### config.mk
export PLATFORM = sky130hd
export DESIGN_NAME = pla_vector_sweeper
export DESIGN_NICKNAME = d
export VERILOG_FILES = /design/src/rtl/pla_vector_sweeper.sv
export SDC_FILE = /design/constraint.sdc
export NUM_CORES = 1
export LEC_CHECK = 0
export BUFFER_PORTS_ARGS = -buffer_cell sky130_fd_sc_hd__buf_2
export CORE_ASPECT_RATIO = 1.2
export CORE_MARGIN = 2
export CORE_UTILIZATION = 50
export DETAILED_ROUTE_END_ITERATION = 8
export MAX_ROUTING_LAYER = met4
export PLACE_DENSITY = 0.69
export SLEW_MARGIN = 20
export SYNTH_ARGS = -nofsm -noshare
export SYNTH_HDL_FRONTEND = slang
export SYNTH_SLANG_ARGS = --single-unit
### constraint.sdc
create_clock -name clk -period 1.8 [get_ports clk]
set_clock_uncertainty 0.15 [all_clocks]
set_input_delay 0.09 -clock clk [delete_from_list [all_inputs] [get_ports clk]]
set_output_delay 0.09 -clock clk [all_outputs]
set_load 0.02 [all_outputs]
### src/rtl/pla_vector_sweeper.sv
`default_nettype none
// +--------------------------------------------------------------------------+
// | Module   : pla_vector_sweeper                                            |
// | Purpose  : Exhaustive 8-input cone sweep: truth-table capture, response  |
// |            signature and optional onset counter (SWEEP_ONSET_COUNT_EN).  |
// | Revision : 1.0 - initial release                                         |
// +--------------------------------------------------------------------------+
module pla_vector_sweeper #(
   parameter int          LATENCY  = 0,
   parameter logic [15:0] SIG_POLY = 16'h1021
) (
   input  logic        clk,
   input  logic        rst,
   input  logic        start,
   output logic [7:0]  x_out,
   input  logic        y_in,
   output logic        busy,
   output logic        done,
   output logic [15:0] signature,
   output logic [8:0]  onset_count,
   input  logic [7:0]  rd_addr,
   output logic        rd_data
);

   typedef enum logic [1:0] {
      ST_IDLE  = 2'd0,
      ST_SWEEP = 2'd1,
      ST_DRAIN = 2'd2,
      ST_DONE  = 2'd3
   } state_t;

   localparam logic [1:0] c_drain_last = 2'((LATENCY > 0) ? (LATENCY - 1) : 0);

   state_t        r_state;
   state_t        w_state_nxt;
   logic [7:0]    r_cnt;
   logic [1:0]    r_drain;
   logic [255:0]  r_table;
   logic [15:0]   r_sig;
   logic          w_start_ok;
   logic          w_smp_vld;
   logic [7:0]    w_smp_idx;
   logic          w_fb;
   logic [15:0]   w_sig_nxt;

   always_ff @(posedge clk) begin
      if (rst) begin
         r_state <= ST_IDLE;
      end else begin
         r_state <= w_state_nxt;
      end
   end

   always_comb begin
      w_state_nxt = r_state;
      w_start_ok  = 1'b0;
      busy        = 1'b0;
      done        = 1'b0;
      x_out       = 8'h00;
      case (r_state)
         ST_IDLE: begin
            if (start) begin
               w_start_ok  = 1'b1;
               w_state_nxt = ST_SWEEP;
            end
         end
         ST_SWEEP: begin
            busy  = 1'b1;
            x_out = r_cnt;
            if (r_cnt == 8'hFF) begin
               w_state_nxt = (LATENCY == 0) ? ST_DONE : ST_DRAIN;
            end
         end
         ST_DRAIN: begin
            busy = 1'b1;
            if (r_drain == c_drain_last) begin
               w_state_nxt = ST_DONE;
            end
         end
         ST_DONE: begin
            done = 1'b1;
            if (start) begin
               w_start_ok  = 1'b1;
               w_state_nxt = ST_SWEEP;
            end
         end
         default: begin
            w_state_nxt = ST_IDLE;
         end
      endcase
   end

   // Sample point trails the presented vector by LATENCY cycles.
   generate
      if (LATENCY == 0) begin : g_lat0
         assign w_smp_vld = (r_state == ST_SWEEP);
         assign w_smp_idx = r_cnt;
      end else begin : g_latn
         logic [LATENCY-1:0]      r_pv;
         logic [LATENCY-1:0][7:0] r_pi;
         always_ff @(posedge clk) begin
            if (rst) begin
               r_pv <= '0;
               r_pi <= '0;
            end else begin
               r_pv[0] <= (r_state == ST_SWEEP);
               r_pi[0] <= r_cnt;
               for (int i = 1; i < LATENCY; i++) begin
                  r_pv[i] <= r_pv[i-1];
                  r_pi[i] <= r_pi[i-1];
               end
            end
         end
         assign w_smp_vld = r_pv[LATENCY-1];
         assign w_smp_idx = r_pi[LATENCY-1];
      end
   endgenerate

   assign w_fb      = r_sig[15] ^ y_in;
   assign w_sig_nxt = {r_sig[14:0], 1'b0} ^ (w_fb ? SIG_POLY : 16'h0000);

   always_ff @(posedge clk) begin
      if (rst) begin
         r_cnt   <= 8'h00;
         r_drain <= 2'd0;
         r_table <= '0;
         r_sig   <= 16'h0000;
      end else if (w_start_ok) begin
         r_cnt   <= 8'h00;
         r_drain <= 2'd0;
         r_table <= '0;
         r_sig   <= 16'h0000;
      end else begin
         if (r_state == ST_SWEEP) begin
            r_cnt   <= r_cnt + 8'd1;
            r_drain <= 2'd0;
         end else if (r_state == ST_DRAIN) begin
            r_drain <= r_drain + 2'd1;
         end
         if (w_smp_vld) begin
            r_table[w_smp_idx] <= y_in;
            r_sig              <= w_sig_nxt;
         end
      end
   end

`ifdef SWEEP_ONSET_COUNT_EN
   logic [8:0] r_onset;
   always_ff @(posedge clk) begin
      if (rst) begin
         r_onset <= 9'd0;
      end else if (w_start_ok) begin
         r_onset <= 9'd0;
      end else if (w_smp_vld && y_in && (r_onset != 9'd256)) begin
         r_onset <= r_onset + 9'd1;
      end
   end
   assign onset_count = r_onset;
`else
   assign onset_count = 9'd0;
`endif

   assign signature = r_sig;
   assign rd_data   = r_table[rd_addr];

endmodule
`default_nettype wire

# Word level (Yosys, flattened, before mapping)
# Index checks and enable logic that the tools add are counted.
[classes]
n_addsub = 2
mul = 0
n_div = 0
order_cmp = 3
n_eq_ne = 7
shifts = 0
mux = 15
bitwise = 2
n_reduce_logical = 8
[ops]
columns = ["operator", "count"]
rows = [
  ["bitwise mux 256 bit", 1],
  ["less-than comparator 8 x 9 -> 1 bit, second input constant", 2],
  ["XOR 16 x 13 -> 16 bit", 1],
  ["two-way mux 13 bit", 1],
  ["adder 8 x 1 -> 8 bit, second input constant", 1],
  ["binary-select mux 1 bit (select 8 bit)", 1],
  ["demux 1 bit (select 8 bit)", 1],
  ["equality test 8 bit, second input constant", 1],
  ["greater-or-equal comparator 8 x 1 -> 1 bit, second input constant", 1],
  ["two-way mux 8 bit", 1],
  ["two-way mux 1 bit", 6],
  ["two-way mux 2 bit", 3],
  ["one-hot mux 2 bit (3 select lines)", 1],
  ["OR reduction 2 bit", 3],
  ["equality test 2 bit, second input constant", 2],
  ["logical NOT 2 bit", 2],
  ["!= test 2 x 1 -> 1 bit, second input constant", 2],
  ["AND reduction 3 bit", 1],
  ["OR reduction 3 bit", 1],
  ["adder 2 x 1 -> 2 bit, second input constant", 1],
  ["equality test 2 x 1 -> 1 bit, second input constant", 1],
  ["!= test 2 bit, second input constant", 1],
  ["logical AND 1 bit", 1],
  ["XOR 1 bit", 1],
]
[totals]
register_bits = 284
latch_bits = 0
mem_bits_rw = 0
mem_bits_ro = 0
input_bits = 12
out_inout_bits = 36
word_cells = 42
n_memories = 0

# Logic depth before layout (Yosys ltp)
[depth]
ltp_word = 5
mapped_depth = 10
ltp_nobuf = 7

# Worst setup path after synthesis
# OpenSTA, ideal clock, no wires.
[synth_path]
kind = "register to register"
from = "reg r_state[1]"
to = "reg r_table[131]"
setup_time_ps = 70
t_arrival_ps = 1793
required_ps = 1580
slack_ps = -214
stages_incl_launch_ff = 9
path_buffers = 2
synth_period_minus_slack_ps = 2014
cell_sequence = "dfxtp_1 -> inv_1 -> ha_1 -> buf_2 -> nand2_1 -> nor3_1 -> clkbuf_1 -> nand3_1 -> a21oi_1"
[synth_via]
elab_chain_len = 4
[synth_rtl]
columns = ["item", "line", "source"]
rows = [
  ["start, declared", "34", "state_t r_state;"],
  ["start signal, assigned", "50", "r_state <= w_state_nxt;"],
  ["equality test 2 bit or logical NOT 2 bit (tied branches)", "60", "case (r_state)"],
  ["OR reduction 2 bit (no source line)", "-", ""],
  ["two-way mux 1 bit", "-", ""],
  ["OR reduction 2 bit (no source line)", "-", ""],
  ["end signal, assigned by index", "141", "r_table[w_smp_idx] <= y_in;"],
  ["end, declared", "38", "logic [255:0] r_table;"],
]
# Several ways; a longest one is shown, not always the timed one.
# A chain may end at the register's enable or synchronous reset.

# Final worst setup path
[layout_path]
from = "reg r_table[227]"
to = "out rd_data"
[layout_via]
elab_chain_len = 2
[layout_rtl]
columns = ["item", "line", "source"]
rows = [
  ["binary-select mux 1 bit (select 8 bit)", "164", "assign rd_data = r_table[rd_addr];"],
  ["two-way mux 1 bit (implied by the code)", "164", ""],
  ["end, declared", "22", "output logic rd_data"],
]
# No other way between the ends. The select of a mux whose other input is x is not followed.

==> impl_metrics.toml <==
[floorplan]
die_h_um = 185
pin_count = 48
initial_core_util_pct = 50.5
dieArea_um2 = 28500
row_count = 66
fp.coreArea_um2 = 26900
dieWidth_um = 154

[yosys]
synth_top_area_cell = "dfxtp_1"
synthCells = 1639
syn_area_um2 = 13600
synth_top_family_by_area = "compound AO/OA/AOI/OAI gates"
ys_top_cells_by_count = "dfxtp_1 (284), nand3_1 (283), a21oi_1 (255), o21ai_0 (252), clkbuf_1 (138)"
synthFlopType = "dfxtp_1"
synthSimpleGateAreaFrac_pct = 16.4
yosysMostFrequentCell = "dfxtp_1"
synth_area_leaders = "dfxtp_1 (42%), nand3_1 (10%), a21oi_1 (9.4%)"
syn_area_per_cell_um2 = 8.29
synth_cell_type_count = 47
async_flop_share_pct = 0
synth_warnings = 0
synth_compound_area_share_pct = 21.5
synthXorXnorAreaFrac_pct = 0.645
synth-adder-area-share_pct = 0.737
seq_area_frac_synth_pct = 41.9
yosys.area.top_type_share_pct = 41.9
ys_ff_latch = 284
synth-edff-count = 0
synthMuxAreaShare_pct = 12.1

[place]
gp_congestion = 0.936
dp_cells = 1999
place_area_um2 = 15200
io_buffer_count = 38
dp_hpwl_mm = 28.8

[pwr]
combPwrFrac_pct = 19.9
p_seq_share_pct = 39.5
clkPwrFrac_pct = 40.6
peakVddDrop_uv = 798
powerDensity_nw_per_um2 = 881
p_sw_mw = 4.65
p_total_mw = 16.2
swShare_pct = 28.7
internal_power_mw = 11.6
leakage_nw = 6.04

[clock_network]
insertion_delay_ns = 0.57
cts_tree = "yes"
cts_root_buf = "clkbuf_16"
cts_buffers = 30
cts_max_level = 1
clock-sinks = 284
clk_pin_slew_worst_paths_ns = 0.06
cts_max_path_buffers = 3

[job]
maxCapViolCount = 0

[routing]
drt_iter0_markers = 1835
ant_nets = 0
drc_errors = 0
vias = 14100
vias_per_cell = 6.75
wire_per_inst_um = 24.8
first_pass_iters = 7
drt_wl_total_mm = 51.6

[min_path]
hold_path.class = "in -> reg"
hold_depth = 3

[sta]
slew_headroom_pct = 65.0
rsz0062_at_grt = "yes"
period_minus_slack_ns = 2.85
fmax_mhz = 351
post-route-period-util_pct = 158
setup_viol = 118
setup_ws_ns = -1.05
finalHoldViolCount = 0
worst_pin_slew_ns = 0.518
tns_ns = -5.23
final_max_slew_viol_count = 0

[finish]
utilization_pct = 68.4
diodes = 0
final_cells = 2085
fillCellCount = 1947
drive_gt1_share_pct = 34.3
final_cell_area_um2 = 18400
syn2layout_area_growth_pct = 35.5
nNetsFinal = 1744

[critical_path]
criticalPathCategory = "reg -> out"
cp.required_ns = 1.56
cp.arrival_ns = 2.61
crit_chain = "mux4_2 > mux2i_2 > nand2_1 > and4_4 > o31ai_4 > buf_6 > o2111ai_2 > o31a_1 > buf_6"
worstPathMaxFanout = 2
cp_common_cell = "buf_6"
r2r_cells = 9
slowest_delay_ns = 0.48
crit_path_start_kind = "flip-flop"
slowest_stage = "mux4_2"
crit_path_end_kind = "output pin"

[global_routing]
grt_pass1_wl_mm = 70.3
grt_antenna_before_repair = 0
gr-total-overflow = 0
grtUsageTotal_pct = 32.0
grt_max_degree = 85
grt_pass1_vias = 12700

[run_status]
status = "complete, but fails checks"
violations = "setup timing"
per-layer routing:
layer	up-vias	track usage, %	wire length (µm)
met2	941	51.5	24200
met4	0	14.7	3410
met1	6727	39.2	18500
li1	6130	-	-
met3	275	6.14	5580
met5	-	-	0
metrics by stage:
step / worst slack, ns / hold WS, ns
4_1_cts: -0.992 / 0.144
6_report: -1.05 / 0.142
3_5_place_dp: -0.751 / 0.153
2_1_floorplan: -0.0749 / 0.00907
3_3_place_gp: -0.730 / 0.149
5_1_grt: -1.07 / 0.149
final cells by class:
cell class | count | area (µm²) | share of cell area (%)
Clock inverter | 7 | 87.6 | 0.476
Timing Repair Buffer | 235 | 2750 | 14.9
Tap cell | 340 | 425 | 2.31
Multi-Input combinational cell | 1166 | 8460 | 46.0
Clock buffer | 46 | 962 | 5.23
Inverter | 7 | 26.3 | 0.143
Sequential cell | 284 | 5700 | 31.0
layout by cell type, fill, tap and decap left out, types with 27 or more instances in the layout:
master	instances
a21oi_1	211
a21oi_2	44
buf_12	51
buf_4	112
clkbuf_16	47
dfxtp_1	274
mux2i_1	91
mux4_2	27
nand2_1	46
nand3_1	249
nor2_1	43
o21ai_0	70
o21ai_1	51
o21ai_2	122
sequential cells by signal (all words and copies together) (netlist names):
signal	flops
r_state	2
r_table	256
r_drain	2
signature	16
r_cnt	8
power groups by stage:
stage	clock (mW)	combinational, mW	sequential (mW)
after floorplan	0	1.32	6.52
after global placement	0	2.18	6.52
after detailed placement	0	2.20	6.52
after CTS	6.55	2.42	6.39
after global routing	6.86	3.33	6.40
final	6.58	3.23	6.40
path summary, 6_finish.rpt:
path	from	end	slack [ns]
setup / recovery	r_table[227]$_SDFFE_PP0P_	rd_data	-1.05
hold / removal	rst	r_state[0]$_SDFFE_PP0P_	0.14
setup reg to reg	r_state[1]$_SDFFE_PP0P_	r_table[146]$_SDFFE_PP0P_	-0.13
hold reg to reg	r_table[192]$_SDFFE_PP0P_	r_table[192]$_SDFFE_PP0P_	0.30
logic make-up after synthesis:
| family | count (synthesis) |
|---|---|
| AOI/OAI and AO/OA | 558 |
| and+or+nand+nor | 457 |
| DFF | 284 |
| xor gates and xnor gates | 10 |
| adders and majority gates | 8 |
| buffers and inverters | 198 |
| other | 1 |
| muxes | 123 |
worst max-delay path, delay by kind of cell (launching register included):
| family | cells | cell delay (ns) |
|---|---|---|
| and+or+nand+nor | 2 | 0.28 |
| buffers and inverters | 2 | 0.28 |
| muxes | 2 | 0.72 |
| DFF | 1 | 0.33 |
| AOI/OAI and AO/OA | 3 | 0.43 |
timing repair:
item	CTS	global route
setup buffers	4	7
pin swaps	8	115
gates cloned	1	18
hold buffers	3	0
hold endpoints to repair	45	0
setup endpoints to repair	205	243
gates resized for setup	61	497
Note: power is estimated with default switching activity, not from simulation.
